==> src/rtl/btn_pulse.sv <==
// Three-channel button conditioner: 2-flop synchroniser, debounce counter and
// registered one-cycle press pulse per channel. Auto-repeat on up/down via BTN_REPEAT_EN.
module btn_pulse #(
  parameter int DB_CNT       = 1_000_000,
  parameter int REPEAT_DELAY = 50_000_000,
  parameter int REPEAT_RATE  = 10_000_000
) (
  input  logic       clk,
  input  logic       rst_n,
  input  logic [2:0] btn_raw,
  output logic       button,
  output logic       u_button,
  output logic       d_button,
  output logic [2:0] btn_level
);

  localparam int             DW     = $clog2(DB_CNT);
  localparam logic [DW-1:0]  DB_MAX = DW'(DB_CNT - 1);

`ifdef BTN_REPEAT_EN
  localparam int             HW          = $clog2(REPEAT_DELAY);
  localparam logic [HW-1:0]  HOLD_MAX    = HW'(REPEAT_DELAY - 1);
  // Reloading here puts the next hit of HOLD_MAX exactly REPEAT_RATE cycles away.
  localparam logic [HW-1:0]  HOLD_RELOAD = HW'(REPEAT_DELAY - REPEAT_RATE);
`endif

  logic [2:0] pulse_vec;

  generate
    for (genvar gi = 0; gi < 3; gi++) begin : g_ch
      logic          s1_q, s2_q;
      logic          stable_q, stable_d;
      logic [DW-1:0] dcnt_q, dcnt_d;
      logic          pulse_q, pulse_d;
      logic          press;
      logic          rep;

      always_comb begin
        dcnt_d   = dcnt_q;
        stable_d = stable_q;
        if (s2_q == stable_q) begin
          dcnt_d = '0;
        end else if (dcnt_q == DB_MAX) begin
          stable_d = s2_q;
          dcnt_d   = '0;
        end else begin
          dcnt_d = dcnt_q + 1'b1;
        end
      end

      assign press   = stable_d & ~stable_q;
      assign pulse_d = press | rep;

      always_ff @(posedge clk or negedge rst_n) begin
        if (!rst_n) begin
          s1_q     <= 1'b0;
          s2_q     <= 1'b0;
          stable_q <= 1'b0;
          dcnt_q   <= '0;
          pulse_q  <= 1'b0;
        end else begin
          s1_q     <= btn_raw[gi];
          s2_q     <= s1_q;
          stable_q <= stable_d;
          dcnt_q   <= dcnt_d;
          pulse_q  <= pulse_d;
        end
      end

      if (gi == 0) begin : g_norep
        assign rep = 1'b0;
      end else begin : g_rep
`ifdef BTN_REPEAT_EN
        logic [HW-1:0] hold_q, hold_d;
        logic          fire;

        // Gating on stable_d stops repeats on the very edge the level drops.
        always_comb begin
          hold_d = '0;
          fire   = 1'b0;
          if (press) begin
            hold_d = '0;
          end else if (stable_d) begin
            if (hold_q == HOLD_MAX) begin
              fire   = 1'b1;
              hold_d = HOLD_RELOAD;
            end else begin
              hold_d = hold_q + 1'b1;
            end
          end
        end

        always_ff @(posedge clk or negedge rst_n) begin
          if (!rst_n) begin
            hold_q <= '0;
          end else begin
            hold_q <= hold_d;
          end
        end

        assign rep = fire;
`else
        assign rep = 1'b0;
`endif
      end

      assign btn_level[gi] = stable_q;
      assign pulse_vec[gi] = pulse_q;
    end
  endgenerate

  assign button   = pulse_vec[0];
  assign u_button = pulse_vec[1];
  assign d_button = pulse_vec[2];

endmodule

==> config.mk <==
export PLATFORM = sky130hd
export DESIGN_NAME = btn_pulse
export DESIGN_NICKNAME = d
export VERILOG_FILES = /design/src/rtl/btn_pulse.sv
export SDC_FILE = /design/constraint.sdc
export NUM_CORES = 1
export LEC_CHECK = 0
export ABC_CLOCK_PERIOD_IN_PS = 2230
export BUFFER_PORTS_ARGS = -buffer_cell sky130_fd_sc_hd__buf_2
export CORE_ASPECT_RATIO = 0.6
export CORE_UTILIZATION = 55
export CTS_CLUSTER_DIAMETER = 200
export DETAILED_ROUTE_END_ITERATION = 16
export PLACE_DENSITY = 0.75
export SLEW_MARGIN = 15
export SYNTH_ARGS = -nofsm -noshare
export SYNTH_HDL_FRONTEND = slang
export SYNTH_SLANG_ARGS = --single-unit
==> constraint.sdc <==
create_clock -name clk -period 2.23 [get_ports clk]
set_clock_uncertainty 0.15 [all_clocks]
set_input_delay 0.446 -clock clk [delete_from_list [all_inputs] [get_ports clk]]
set_output_delay 0.446 -clock clk [all_outputs]
set_load 0.01 [all_outputs]
# Word-level counts from Yosys, hierarchy flattened
# Cells that the tools add are included.
[word_totals]
ff_bits = 72
latchBits = 0
mem_bits_rw = 0
romBits = 0
in_bits = 5
out_inout_bits = 6
wordCells = 42
n_memories = 0
[op_classes]
addsub = 3
n_mul = 0
div = 0
n_lt_le_gt_ge = 0
eq_ne = 6
shifts = 0
muxes = 12
bitwise = 6
reduce_logical = 0
[op_table]
columns = ["cell", "n"]
rows = [
  ["$mux W20", 6],
  ["$add A20 B1 Y20 const B", 3],
  ["$eq A20 B20 Y1 const B", 3],
  ["$mux W1", 6],
  ["$and A1 B1 Y1", 3],
  ["$eq A1 B1 Y1", 3],
  ["$not A1 Y1", 3],
]

# Logic depth before layout (Yosys ltp)
[depth]
depth_word = 4
ltp_mapped = 6
depth_no_buf = 5

# Worst setup path before layout
# Ideal clock, no wire load.
[synth_path]
path_kind = "reg-to-reg"
start = "register g_ch[1].dcnt_q[12]"
end = "register g_ch[1].stable_q"
setup_ps = 125
arrival_time_ps = 1927
required_time_ps = 1955
setup_slack_ps = 28
path_stages_with_launch = 5
n_path_buf = 0
cell_sequence = "dfrtp_1 or4_1 or4_4 nor2_2 mux2_2"
[synth_via]
elab_chain_cells = 3
[synth_rtl]
columns = ["item", "line_no", "text"]
rows = [
  ["start, declared", "33", "logic [DW-1:0] dcnt_q, dcnt_d;"],
  ["start signal, assigned", "65", "dcnt_q <= dcnt_d;"],
  ["$eq A20 B20 Y1", "43", "end else if (dcnt_q == DB_MAX) begin"],
  ["$mux W1", "43", ""],
  ["$mux W1", "41", "if (s2_q == stable_q) begin"],
  ["via g_ch[1].stable_d", "32", "logic stable_q, stable_d;"],
  ["end signal, assigned", "64", "stable_q <= stable_d;"],
  ["end, declared", "32", ""],
]
# The timed path passes the listed nets, and every way through them passes these cells.

# Worst setup path in the final report
[layout_path]
start = "register g_ch[1].dcnt_q[13]"
end = "register g_ch[1].stable_q"
# Same word-level chain as after synthesis.

==> results_dict.tcl <==
set metrics [dict create \
    status "complete, no violations" \
    fmax_mhz 466 \
    min_path_type "input port to flip-flop" \
    ant_nets 0 \
    cp-start-kind "flip-flop" \
    synth.yosys.seq_area_share_pct 53.0 \
    ys_types 35 \
    wirelength_microns 6780 \
    cts_inserted_buffers 9 \
    grt_pass1_vias 2531 \
    port_buffers 10 \
    hp-start "btn_raw[2]" \
    cts_tree "done" \
    seqPwrFrac_pct 52.8 \
    place.gp.congestion 0.919 \
    ys_ff_latch 72 \
    cts.clk_slew.worst_paths_ns 0.08 \
    vdd_ir_drop_max_mv 0.504 \
    placed_cell_area_sq_um 3710 \
    required_ns 2.31 \
    grt_pass1_wl_microns 12100 \
    stdcell_area_sq_um 3950 \
    drt-initial-drc-count 237 \
    leakage_nw 1.65 \
    fin_cells 456 \
    die-height_microns 62.9 \
    fp-row-count 21 \
    holdPathEnd "g_ch[2].s1_q" \
    async_reset_ff_share_pct 100 \
    maxCapViolations 0 \
    grt_max_degree 26 \
    end_kind "flip-flop" \
    synth.most_common_cell "dfrtp_1" \
    critPathMaxStageDelay_ns 0.54 \
    power_mw 2.54 \
    crit_chain "or4b_1 -> or4_4 -> nor2_4 -> mux2_2" \
    nFillCells 421 \
    critPathSlowestCell "or4_4" \
    p_sw_uw 556 \
    max_slew_margin_pct 59.8 \
    core_area_sq_um 5750 \
    synth_area_sq_um 3400 \
    path_max_fanout 2 \
    ys.flop_type "dfrtp_1" \
    finalHoldViolations 0 \
    rsz0062_at_grt "no" \
    n_antenna_cell 0 \
    track_usage_pct 24.0 \
    cts.sinks 72 \
    reg2reg_to "g_ch[1].stable_q" \
    die_x_microns 104 \
    rr_worst_depth 4 \
    wl_per_cell_microns 14.9 \
    power.density_nw_per_um2 643 \
    io_pins 11 \
    netlist_instances 335 \
    num_vias 2521 \
    worstMarginPinSlew_ns 0.603 \
    htreeDepth 3 \
    grt-ovfl-total 0 \
    place_inst 438 \
    r2r_start "g_ch[1].dcnt_q[13]" \
    ys_top_cells_by_count "dfrtp_1, nor2_1, xnor2_1" \
    power_frac_clock_pct 43.5 \
    syn_avg_cell_area_sq_um 10.2 \
    path_class "flip-flop to flip-flop" \
    clock_latency_ns 0.35 \
    dp_hpwl_microns 4610 \
    reg2reg_setup_slack_ns 0.08 \
    fin_setup_tns_ns 0 \
    drc 0 \
    cp.arrival_ns 2.23 \
    fin_nets 380 \
    finalCritPeriodShare_pct 96.3 \
    initial_core_util_pct 59.1 \
    internal_power_mw 1.98 \
    root_buffer "clkbuf_8" \
    syn-num-nets 343 \
    ys_warn_count 0 \
    dieArea_sq_um 6510 \
    comb_power_share_pct 3.7 \
    viasPerCell 5.53 \
    p_sw_share_pct 21.9 \
    multi_input_area_sq_um 1510 \
    yosysTopAreaCellShare_pct 53.0 \
    synth-edff-count 0 \
    finalCriticalPeriod_ns 2.15 \
    holdPathStages 1 \
    maxSlewViolCount 0 \
    layout-drive-gt1-share_pct 16.5 \
    yosys.area.top_type "dfrtp_1" \
    antenna_found_initial 0 \
    clk_path_buf_depth 2 \
    area_delta_synth_final_pct 16.1 \
    synth_top_cells_by_area "dfrtp_1, xnor2_1, nor2_1" \
    dr.pass1.iters 5 \
    seq_area_sq_um 1800 \
    setup_violations 0 \
]
[worst max-delay path, delay by kind of cell, from the launching register on]
family,cells,cell delay [ns]
and+or+nand+nor,3,1.18
DFF,1,0.38
muxes,1,0.33
[stage by stage]
stage	hold WS [ns]	setup slack, ns	util [%]
after floorplan	0.000409	0.0285	-
after global placement	0.184	0.0774	64.4
after detailed placement	0.190	0.0598	64.4
after CTS	0.0390	0.0361	68.3
after global routing	0.0310	0.0120	68.6
final	0.0495	0.0823	68.6
[flip-flops by register name (all words and copies together) (netlist names)]
signal,flops
g_ch.s1_q,3
button,1
u_button,1
g_ch.dcnt_q,60
g_ch.stable_q,3
d_button,1
g_ch.s2_q,3
[final cells by class]
class | count | area share, %
Clock buffer | 10 | 3.23
Tap cell | 80 | 2.53
Timing Repair Buffer | 35 | 7.03
Sequential cell | 72 | 45.6
Inverter | 14 | 1.33
Multi-Input combinational cell | 240 | 38.1
Clock inverter | 5 | 2.09
[how the worst max path moves through the flow]
| stage | from | end | slack, ns | cells past startpoint |
|---|---|---|---|---|
| 2_1_floorplan | g_ch[1].dcnt_q[12] | g_ch[1].stable_q | 0.03 | 4 |
| 3_3_place_gp | g_ch[1].dcnt_q[12] | g_ch[1].stable_q | 0.08 | 4 |
| 3_5_place_dp | g_ch[1].dcnt_q[12] | g_ch[1].stable_q | 0.06 | 4 |
| 4_1_cts | g_ch[1].dcnt_q[12] | g_ch[1].stable_q | 0.04 | 4 |
| 5_1_grt | g_ch[0].dcnt_q[0] | g_ch[0].dcnt_q[18] | 0.01 | 5 |
| 6_report | g_ch[1].dcnt_q[13] | g_ch[1].stable_q | 0.08 | 4 |
[per-layer routing]
metal	vias to the layer above	track usage [%]	share of wire [%]
met5	-	0	0
met4	0	9.06	1.4
met3	9	6.57	5.2
met2	53	36.2	43
met1	1209	33.3	51
li1	1250	-	-
[timing repair]
action | in CTS | in global routing
endpoints found under the setup margin | 0 | 1
hold endpoints to repair | 22 | 0
buffers inserted | 0 | 2
gates resized for setup | 0 | 1
hold buffers | 1 | 0
[power groups by stage]
| stage | Combinational [mW] | Clock (mW) | Sequential (mW) |
|---|---|---|---|
| 4_1_cts | 0.0973 | 1.12 | 1.34 |
| 2_1_floorplan | 0.0407 | 0 | 1.36 |
| 6_report | 0.0947 | 1.10 | 1.34 |
| 3_5_place_dp | 0.0955 | 0 | 1.37 |
| 3_3_place_gp | 0.0946 | 0 | 1.37 |
| 5_1_grt | 0.110 | 1.19 | 1.34 |
[kinds of logic (layout without fill, tap and decap cells)]
| logic type | after synthesis | in the layout | share of synthesized area, % |
|---|---|---|---|
| and+or+nand+nor | 163 | 163 | 24.8 |
| DFF | 72 | 72 | 53.0 |
| xor gates and xnor gates | 46 | 46 | 11.8 |
| AOI/OAI and AO/OA | 23 | 23 | 4.49 |
| buffers and inverters | 23 | 64 | 3.16 |
| muxes | 5 | 5 | 1.58 |
| adders and majority gates | 3 | 3 | 1.10 |
[cell usage in the layout, fill, tap and decap left out, drive strengths merged, types with 10 or more instances in the layout]
cell type,instances
dfrtp,72
nor2,56
buf,34
xnor2,32
nand3,19
nand2,17
nand4,17
nor4,14
inv,14
xor2,14
nor3,14
clkbuf,10
No activity file was read; power rests on OpenSTA's default activity.
